--- config.mk ---
export PLATFORM = sky130hd
export DESIGN_NAME = mem_arbiter
export DESIGN_NICKNAME = d
export VERILOG_FILES = /design/src/rtl/mem_arbiter.sv
export SDC_FILE = /design/constraint.sdc
export NUM_CORES = 1
export LEC_CHECK = 0
export CORE_MARGIN = 1
export CORE_UTILIZATION = 35
export DETAILED_ROUTE_END_ITERATION = 7
export PLACE_DENSITY = 0.75
export SETUP_SLACK_MARGIN = 0.02
export SYNTH_ARGS = -nofsm -noshare
export SYNTH_HDL_FRONTEND = slang
export SYNTH_SLANG_ARGS = --single-unit
export TNS_END_PERCENT = 5
--- constraint.sdc ---
create_clock -name clk -period 1.5 [get_ports clk]
set_input_delay 0.225 -clock clk [delete_from_list [all_inputs] [get_ports clk]]
set_output_delay 0.225 -clock clk [all_outputs]
set_load 0.01 [all_outputs]
--- src/rtl/mem_arbiter.sv ---
// mem_arbiter: two-port req/gnt/ack arbiter in front of a single-port data RAM
//
// Port A (CPU) and port B (debug/loader) request with req, get a 1-cycle gnt
// while the RAM sees the access, then a 1-cycle ack (with rdata for reads).
// One access every 2 cycles; round-robin on contention.
// Build option MEM_ARB_FIXED_PRIO_EN: port A always wins a tie (B may starve).
//
// Ports:
//   clk, arst_n                       clock, asynchronous active-low reset
//   a_req/a_we/a_addr/a_wdata         port A request and attributes
//   a_gnt/a_ack/a_rdata               port A grant, completion, read data
//   b_*                               same set for port B
//   mem_addr/mem_data_o/mem_WE        RAM address, write data, write enable
//   mem_data_i                        RAM read data (combinational from mem_addr)
module mem_arbiter #(
    parameter int MEM_ADDR_WIDTH = 8,
    parameter int MEM_DATA_WIDTH = 8
) (
    input  logic                      clk,
    input  logic                      arst_n,
    input  logic                      a_req,
    input  logic                      a_we,
    input  logic [MEM_ADDR_WIDTH-1:0] a_addr,
    input  logic [MEM_DATA_WIDTH-1:0] a_wdata,
    output logic                      a_gnt,
    output logic                      a_ack,
    output logic [MEM_DATA_WIDTH-1:0] a_rdata,
    input  logic                      b_req,
    input  logic                      b_we,
    input  logic [MEM_ADDR_WIDTH-1:0] b_addr,
    input  logic [MEM_DATA_WIDTH-1:0] b_wdata,
    output logic                      b_gnt,
    output logic                      b_ack,
    output logic [MEM_DATA_WIDTH-1:0] b_rdata,
    output logic [MEM_ADDR_WIDTH-1:0] mem_addr,
    output logic [MEM_DATA_WIDTH-1:0] mem_data_o,
    output logic                      mem_WE,
    input  logic [MEM_DATA_WIDTH-1:0] mem_data_i
);
    localparam logic IDLE   = 1'b0;
    localparam logic ACCESS = 1'b1;

    logic                      state_q, state_d;
    logic                      owner_q, owner_d;
    logic [MEM_ADDR_WIDTH-1:0] mem_addr_q, mem_addr_d;
    logic [MEM_DATA_WIDTH-1:0] mem_data_q, mem_data_d;
    logic                      mem_we_q, mem_we_d;
    logic                      a_gnt_q, a_gnt_d, b_gnt_q, b_gnt_d;
    logic                      a_ack_q, a_ack_d, b_ack_q, b_ack_d;
    logic [MEM_DATA_WIDTH-1:0] a_rdata_q, a_rdata_d, b_rdata_q, b_rdata_d;
    logic                      pick_b;
    logic                      start;

    assign start = (state_q == IDLE) && (a_req || b_req);

`ifdef MEM_ARB_FIXED_PRIO_EN
    assign pick_b = b_req && !a_req;
`else
    // last_owner: 0 = A, 1 = B; on a tie the port that did not go last wins
    logic last_q;
    assign pick_b = b_req && (!a_req || !last_q);
    always_ff @(posedge clk or negedge arst_n) begin
        if (!arst_n) last_q <= 1'b1;
        else if (start) last_q <= pick_b;
    end
`endif

    always_comb begin
        state_d    = state_q;
        owner_d    = owner_q;
        mem_addr_d = mem_addr_q;
        mem_data_d = mem_data_q;
        mem_we_d   = mem_we_q;
        a_gnt_d    = 1'b0;
        b_gnt_d    = 1'b0;
        a_ack_d    = 1'b0;
        b_ack_d    = 1'b0;
        a_rdata_d  = a_rdata_q;
        b_rdata_d  = b_rdata_q;
        if (start) begin
            state_d    = ACCESS;
            owner_d    = pick_b;
            mem_addr_d = pick_b ? b_addr : a_addr;
            mem_data_d = pick_b ? b_wdata : a_wdata;
            mem_we_d   = pick_b ? b_we : a_we;
            a_gnt_d    = !pick_b;
            b_gnt_d    = pick_b;
        end else if (state_q == ACCESS) begin
            // the RAM commits a write on this edge; reads sample its output now
            state_d   = IDLE;
            mem_we_d  = 1'b0;
            a_ack_d   = !owner_q;
            b_ack_d   = owner_q;
            a_rdata_d = (!owner_q && !mem_we_q) ? mem_data_i : a_rdata_q;
            b_rdata_d = (owner_q && !mem_we_q) ? mem_data_i : b_rdata_q;
        end
    end

    always_ff @(posedge clk or negedge arst_n) begin
        if (!arst_n) begin
            state_q    <= IDLE;
            owner_q    <= 1'b0;
            mem_addr_q <= '0;
            mem_data_q <= '0;
            mem_we_q   <= 1'b0;
            a_gnt_q    <= 1'b0;
            b_gnt_q    <= 1'b0;
            a_ack_q    <= 1'b0;
            b_ack_q    <= 1'b0;
            a_rdata_q  <= '0;
            b_rdata_q  <= '0;
        end else begin
            state_q    <= state_d;
            owner_q    <= owner_d;
            mem_addr_q <= mem_addr_d;
            mem_data_q <= mem_data_d;
            mem_we_q   <= mem_we_d;
            a_gnt_q    <= a_gnt_d;
            b_gnt_q    <= b_gnt_d;
            a_ack_q    <= a_ack_d;
            b_ack_q    <= b_ack_d;
            a_rdata_q  <= a_rdata_d;
            b_rdata_q  <= b_rdata_d;
        end
    end

    assign a_gnt      = a_gnt_q;
    assign b_gnt      = b_gnt_q;
    assign a_ack      = a_ack_q;
    assign b_ack      = b_ack_q;
    assign a_rdata    = a_rdata_q;
    assign b_rdata    = b_rdata_q;
    assign mem_addr   = mem_addr_q;
    assign mem_data_o = mem_data_q;
    assign mem_WE     = mem_we_q;
endmodule

== Word level (Yosys, flattened, before mapping) ==
Cells that the tools add are included.
W data, S select, Z words.

* Logic and storage cells: 40
* Bits in registers: 40
* Output and inout bits: 37
* Input bits: 46

* Mux-type cells: 12
* Bitwise logic cells: 2
* Reductions and logical operators: 14

{| class="wikitable"
|+ Operators by type and width
! kind !! count
|-
| $mux W8 || 2
|-
| $mux W1 || 10
|-
| $reduce_and A3 Y1 || 2
|-
| $logic_not A1 Y1 || 5
|-
| $logic_and A1 B1 Y1 || 4
|-
| $logic_or A1 B1 Y1 || 2
|-
| $not A1 Y1 || 2
|-
| $reduce_bool A2 Y1 || 1
|}

== Logic depth before layout (Yosys ltp) ==
Gate-level depths: netlist of run 1.

* Depth in word-level cells: 5
* Depth in mapped cells: 5
* Depth with buffers taken out: 3

== Worst setup path before layout of run 1 ==
OpenSTA, ideal clock, no wires.

* Path type: register -> register
* Start point: reg last_q
* End point: reg mem_addr_q[0], in the netlist mem_addr[0]
* Required time: 1.374 ns
* Path buffers: 2
* Slack: 0.051 ns
* Clock period less this slack: 1.449 ns
* Data arrival time: 1.323 ns
* Setup time: 0.126 ns
* Stages on the path, launching flop included: 6
* Path through: dfstp_2 > nand2_1 > and3_4 > buf_6 > buf_8 > a221o_1

* Word-level cells in the longest chain between the ends: 4

{| class="wikitable"
|+ Ends and longest elaborated chain
! what !! RTL line !! text
|-
| start: declaration || 60 || <nowiki>logic last_q;</nowiki>
|-
| start signal: assignment || 64 || <nowiki>else if (start) last_q <= pick_b;</nowiki>
|-
| $logic_not A1 Y1 || 61 || <nowiki>assign pick_b = b_req && (!a_req || !last_q);</nowiki>
|-
| $logic_or A1 B1 Y1 || 61 ||
|-
| $logic_and A1 B1 Y1 || 61 ||
|-
| $mux W8 || 83 || <nowiki>mem_addr_d = pick_b ? b_addr : a_addr;</nowiki>
|-
| end signal: assignment || 115 || <nowiki>mem_addr_q <= mem_addr_d;</nowiki>
|-
| end: declaration || 45 || <nowiki>logic [MEM_ADDR_WIDTH-1:0] mem_addr_q, mem_addr_d;</nowiki>
|}

No other way between the ends.
A chain may end at the register's enable or synchronous reset.

== Worst setup path in the final report of run 1 ==
* Start point: in b_req
* End point: reg mem_addr_q[7], in the netlist mem_addr[7]

* Word-level cells in the longest chain between the ends: 2
* Elaborated cells on any way between the ends: 4
* Classes of those cells: mux: 1; reduce/logical: 3

{| class="wikitable"
|+ Ends and longest elaborated chain
! what !! RTL line !! text
|-
| start: declaration || 28 || <nowiki>input logic b_req,</nowiki>
|-
| $logic_and A1 B1 Y1 / $logic_or A1 B1 Y1 (equally long branches) || 61, 54 ||
|-
| $mux W8 / $logic_and A1 B1 Y1 (equally long branches) || 83, 54 ||
|}

Several ways; a longest one is shown, not always the timed one.

==> results, run 1 <==
- The number of max-slew violations in the final report is 0.
- The routed design could run at a clock period as short as 1440 ps.
- The library cell used most frequently in the layout, excluding fill and tap cells, is clkdlybuf4s50_1.
- The post-synthesis async set-or-reset flop share is 100%.
- The post-placement setup slack is -242 ps.
- The cell type with the largest total area after synthesis is dfrtp_1.
- The repair_antennas step left the layout with diodes totalling 0.
- The initial utilization of the core area, before any placement, comes to 36.9%.
- For this run, the total global-route usage over all layers was measured as 17.2%.
- The timing endpoint of the critical path is mem_addr[7].
- TritonCTS built the clock tree.
- The first-pass GRT wire length is 6560 um.
- The path class of the tightest hold or removal check is input port to async pin.
- The number of max-capacitance violations reported is 0.
- The area added between synthesis and finish is 63.2%.
- The number of clock buffers added by TritonCTS is 5.
- The switching power summed over all nets is 1.02 mW.
- The row count is 24.
- The insertion delay to the later sink of the worst-skew pair is 280 ps.
- In this run the count of I/O pins placed on the die edge is 83.
- The clock drives 40 sinks.
- The post-cts gate resize count is 0.
- The count of buffers inserted at the top-level ports is 82.
- For this run, design rule violations remaining after detail routing come to 0.
- The share of synthesized area in the top cell type comes to 59.9%.
- Setup repair after global routing could not meet its margin everywhere.
- The largest fanout on the critical path is 17.
- The clock tree root buffer cell is clkbuf_8.
- The leakage power of the design is 1.13 nW.
- The core region is 0.00441 mm^2.
- Synthesis produced a netlist whose cell count is 112.
- After synthesis, the cell types taking the most area are dfrtp_1 60%, mux2_2 10%, and2_1 6.5%.
- The routed length per instance is 14.9 um.
- In this design, the stage delay of the slowest critical-path cell is 540 ps.
- The share of synthesized area occupied by flip-flops and latches is 61.5%.
- VDD sags by at most 0.524 mV.
- Across the routed clock network, the largest skew measured is 9.72 ps.
- After detailed routing, the number of vias per cell comes to 4.95.
- The last weighted congestion value of the routability-driven placer is 0.735.
- The worst path uses 96.1% of the clock period.
- In this run the cell area of the synthesized design comes to 0.00163 mm^2.
- The worst reg-to-reg path cell count is 3.
- After the first detailed-routing iteration, the DRC count stood at 64.
- The x dimension of the die is 70.2 um.
- The ratio of total power to cell area is 1420 mW/mm^2.
- The number of global-route vias before repair was 1399.
- The number of antenna violations at the first check in global routing came to 0.
- Yosys mapped a number of flops with a built-in enable equal to 0.
- The combinational power share is 39.3%.
- The final hold violation count was 0.
- The wire length after detailed routing is 3850 um.
- The final layout contains 252 nets.
- The kind of capture point of the worst setup path is a register.
- The slowest cell on the critical path is clkdlybuf4s50_1.
- Leaving out fill and tap cells, the most frequent cells in the layout are 81 x clkdlybuf4s50_1, 39 x dfrtp_1, 17 x and2_1.
- The signal on the critical path passes through clkdlybuf4s50_1, inv_1, o211a_1, buf_12, a221o_2.
- The level count of the clock H-tree is 2.
- For the pin with the worst max-slew slack, the measured transition is 487 ps.
- The setup slack after layout is 58.7 ps.
- The final HPWL from detailed placement is 3000 um.
- Fill cells in the final layout number 356.
- Hold timing on the final database bottoms out at a slack of 436 ps.
- Cell internal power was estimated by the tool at 2.76 mW.
- Data arrives at the worst endpoint at 1610 ps.
- In the final timing run, aggregate negative setup slack is 0 ps.
- The relative contribution of the clock network to total power is 18.6%.
- The first detailed-routing pass ran for 4 iterations.
- The required time of the critical path is 1670 ps.
- After clock tree synthesis, the clock-pin slew on the worst setup and hold paths is 70 ps.
- The maximum number of pins on one net before global-route repair is 23.
- The overall overflow remaining after global route is 0.
- The setup path with the least slack is of type input port to register.
- In the final layout, the share of cells above drive strength 1 is 22.2%.
- The switching part of the total is 26.9%.
- After synthesis the netlist holds a flip-flop and latch count of 40.
- Summing over every cut layer, the via total after detailed routing is 1281.
- The dominant register cell in the synthesized netlist is dfrtp_1.
- For this run, the number of Yosys warnings is 0.
- The worst register-to-register path has a setup slack of 70 ps.
- The worst-case clock buffer depth is 2.
- After synthesis, the mean cell area works out to 14.5 um^2.
- The endpoint identified for the worst register-to-register timing path is b_rdata[4].
- The top achievable clock speed is 694 MHz.
- Once detail routing completed, the nets flagged for antenna violations numbered 0.
- The worst setup path startpoint is b_req.
- Measured against its own limit, the worst slew margin works out to 67.5%.
- The chip height is 70.2 um.
- The design draws 3.77 mW.
- The number of nets handed over by synthesis was 158.
- The number of different library cells used by synthesis comes to 25.
- The flow ran to the end, and the final reports show no timing, DRC or antenna violations.
- The worst reg2reg path startpoint is owner_q.
- The floorplan step defined a die boundary enclosing 0.00493 mm^2.
- Per report_power, the sequential group accounts for 42.1% of the total.
- Setup violations remaining at the end of the flow were counted as 0.
- The type of origin of the critical path is an input port.
- The fraction of the core area covered by cells at the end of the flow is 60.2%.
metrics by stage:
stage          cells  instance area (um^2)
6_report         259                  2660
5_1_grt          259                  2660
4_1_cts          258                  2640
3_5_place_dp     248                  2530
3_3_place_gp     248                  2530
2_1_floorplan    112                  1630
power by group through the flow:
stage	registers, mW	clock network, mW	logic, mW
final	1.59	0.702	1.48
after global routing	1.63	0.775	1.59
after CTS	1.59	0.728	1.49
after detailed placement	1.61	0	1.47
after global placement	1.60	0	1.43
after floorplan	1.74	0	0.442
worst min-delay path by stage:
stage | from | end | slack [ps] | cells after the start
5_1_grt | arst_n | owner_q | 470 | 2
2_1_floorplan | arst_n | a_ack | -70 | 0
6_report | arst_n | state_q | 440 | 2
3_5_place_dp | arst_n | b_rdata[2] | 210 | 1
4_1_cts | arst_n | mem_addr[4] | 440 | 2
3_3_place_gp | arst_n | b_rdata[2] | 200 | 1
cell families (layout without fill, tap and decap cells):
kind of cell / after synthesis / count (layout) / synth area share, %
flip-flops: 40 / 40 / 61.5
AND/OR/NAND/NOR: 25 / 25 / 10.1
AO/OA/AOI/OAI: 22 / 22 / 13.4
multiplexers: 16 / 16 / 11.1
buffers and inverters: 9 / 104 / 3.84
what timing repair did:
action	in CTS	in global routing
setup endpoints to repair	1	21
hold buffers	1	0
buffers inserted	1	1
pin swaps	0	1
hold endpoints to repair	19	0
synthesized netlist by cell type, types with 2 or more instances:
master and number:
nor2_1 2, a221o_1 9, and2_1 17, inv_1 2, buf_2 2, buf_6 2
a221o_2 7, mux2_2 15, a21o_2 2, dfrtp_1 39
worst max-delay path, delay by kind of cell:
kind / cells / cell delay [ps]
compound gates: 2 / 580
buf+inv: 3 / 800
registers in the layout, summed over array words and instances, names as in the netlist:
register	cells
b_gnt	1
state_q	1
last_q	1
mem_WE	1
mem_addr	8
owner_q	1
a_ack	1
mem_data_o	8
a_gnt	1
a_rdata	8
b_rdata	8
b_ack	1
cell type report:
| type | instances | area [um^2] | share of cell area [%] |
|---|---|---|---|
| Inverter | 3 | 11.3 | 0.424 |
| Tap cell | 52 | 65.1 | 2.45 |
| Timing Repair Buffer | 93 | 926 | 34.8 |
| Clock buffer | 8 | 90.1 | 3.39 |
| Sequential cell | 40 | 1000 | 37.7 |
| Multi-Input combinational cell | 63 | 564 | 21.2 |
metal layers:
layer | vias to the layer above | part of all wire [%] | track usage, %
met5 | - | 0 | 0
met4 | 0 | 2.8 | 9.11
met3 | 11 | 7.1 | 4.18
met2 | 70 | 46 | 27.4
met1 | 600 | 44 | 21.4
li1 | 600 | - | -
Power figures use the tool's default switching activity.
==> run 2: changes to the inputs <==
--- a/config.mk
+++ b/config.mk
@@ -5,7 +5,7 @@
 export SDC_FILE = /design/constraint.sdc
 export NUM_CORES = 1
 export LEC_CHECK = 0
-export CORE_MARGIN = 1
+export CORE_MARGIN = 2
 export CORE_UTILIZATION = 35
 export DETAILED_ROUTE_END_ITERATION = 7
 export PLACE_DENSITY = 0.75
==> results, run 2 (synthesis results as in run 1) <==
- The flow ran to the end, and the final reports show no timing, DRC or antenna violations.
- The top cell types in the final layout, fill and taps aside, are 81 x clkdlybuf4s50_1, 39 x dfrtp_1, 17 x and2_1.
- Together, buffers and inverters on the worst path number 1.
- Of the available clock period, the critical path in the final layout requires 94.6%.
- In this run the horizontal extent of the chip is 72.2 um.
- Summed over all layers, the global routing overflow is 0.
- The tightest min-delay check is of the input port to async pin type.
- The floorplan step defined a die boundary enclosing 0.00522 mm^2.
- At the pin with the least slew margin, the transition time is 487 ps.
- The tightest slew margin relative to the limit is 67.5%.
- In the global route stage, met2 resource usage came out at 26.0%.
- In the routed layout, each cell is associated on average with a via count of 5.02.
- The fraction of the core area covered by cells at the end of the flow is 60.1%.
- The count of inserted antenna diode cells is 0.
- The area added between synthesis and finish is 62.7%.
- The cell sitting at the root of the clock tree is a clkbuf_8.
- Cells with a size suffix above 1 make up 22.4% of the layout.
- TritonCTS built the clock tree.
- In this run the remaining antenna-violating nets after routing total 0.
- Data on the critical path is required at its endpoint by 1670 ps.
- The last weighted congestion value of the routability-driven placer is 0.703.
- 83 I/O pins were placed.
- The cell area reported after detailed placement is 0.00252 mm^2.
- For this run, global-route usage on met1 was measured as 21.2%.
- The cell family contributing the most delay on the critical path is multiplexers.
- The final HPWL from detailed placement is 2990 um.
- The leakage power of the design is 1.13 nW.
- For the worst setup path, the data arrival time is 1590 ps.
- In the global route stage, overall resource usage came out at 16.0%.
- VDD sags by at most 0.649 mV.
- The detailed router's first-iteration violation count is 69.
- Global routing consumed, on the met3 layer, 3.75% of the routing resources.
- The ratio of total power to cell area is 1470 mW/mm^2.
- The floorplan has 24 rows.
- After clock tree synthesis, the clock-pin slew on the worst setup and hold paths is 70 ps.
- The core box area is 0.00441 mm^2.
- The detailed-router iteration count before antenna repair is 4.
- Across the run, the number of max-cap violations was 0.
- The clock tree synthesis step divided the H-tree into 2 levels.
- The top achievable clock speed is 705 MHz.
- The maximum cell stage delay along the critical path is 390 ps.
- The chip height is 72.2 um.
- The final route contains 1291 vias.
- For the worst-skew pair, the clock arrives at the later sink with an insertion delay of 280 ps.
- The final hold violation count came to 0.
- The maximum number of pins on one net before global-route repair is 24.
- The kind of capture point of the worst setup path is a register.
- The number of antenna violations at the first check in global routing is 0.
- The largest fanout on the critical path is 8.
- The TritonCTS buffer count is 5.
- Setup repair after global routing could not meet its margin everywhere.
- The first global-routing pass estimated 6370 um of wire.
- The peak-usage layer in the global routing report is met2.
- The critical path class is register to register.
- For this design, the sink count on the clock tree is 40.
- The number of endpoints failing setup at the final stage is 0.
- The wire length after detailed routing is 3830 um.
- The number of max-slew violations in the final report is 0.
- The worst-case clock buffer depth is 2.
- The type of origin of the critical path is a register.
- The total non-filler cell area in the finished layout is 0.00265 mm^2.
- The setup clock skew after layout is 4.07 ps.
- After detailed routing, the average wire length per cell comes to 14.9 um.
- After routing, the total negative slack on setup checks comes to 0 ps.
- The net count reported at finish is 250.
- The slowest cell on the critical path is mux2_2.
- The number of global-route vias before repair came to 1365.
- The clock period minus final worst setup slack is 1420 ps.
- The most common cell after layout, fill and taps aside is clkdlybuf4s50_1.
- The count of unresolved DRC violations after routing is 0.
- Buffers placed on the I/O ports in this run total 82.
- The starting density of the core is 36.9%.
- The critical path goes through buf_4, nor3_4, mux2_2.
==> run 2: cell count changes in the layout (fill, tap and decap cells not counted), sizes merged <==
cell,previous run,this run
clkinv,0,1
clkbuf,8,6
bufinv,0,1
buf,11,9
==> run 2: cell type report <==
cell class	instances	area, um^2
tap	52	65.1
inverter	3	11.3
clock inverter	2	35.0
fill	340	1760
timing repair buffer	91	898
clock buffer	6	72.6
sequential	40	1000
multi-input combinational	63	567
==> run 2: layer usage <==
| layer | vias up | part of all wire [%] |
|---|---|---|
| li1 | 597 | - |
| met2 | 73 | 48 |
| met4 | 0 | 0.94 |
| met3 | 5 | 9.0 |
| met5 | - | 0 |
| met1 | 616 | 42 |
==> run 2: path summary, 6_finish.rpt <==
kind	endpoint	cells past startpoint	start	slack (ps)
worst max-delay path	a_rdata[0]	3	mem_WE	80
worst min-delay path	mem_addr[5]	2	arst_n	460
worst max register to register	a_rdata[0]	3	mem_WE	80
worst min register to register	b_rdata[0]	1	b_rdata[0]	500
max in group asynchronous	b_rdata[1]	3	arst_n	510
min in group clk	b_rdata[0]	1	b_rdata[0]	500
==> run 2: repair_timing <==
item                                    CTS  global route
hold buffers                              1             0
buffers inserted                          1             0
hold endpoints to repair                 20             0
gates resized for setup                   0             1
endpoints found under the setup margin    1             9
==> run 2: where the power goes <==
part           leakage (nW)  switching (mW)  internal (mW)
combinational         0.592           0.506          0.955
clock                0.0552           0.337          0.493
sequential            0.483           0.183           1.41
total                  1.13            1.03           2.86
==> run 2: metrics by stage <==
stage,setup slack (ps),power (mW),hold slack [ps],std cells
after floorplan,51.3,2.19,-70.6,112
after global placement,-111,3.03,208,247
after detailed placement,-151,3.09,217,247
after CTS,43.3,3.94,465,257
after global routing,14.2,4.12,527,257
final,81.1,3.89,461,257
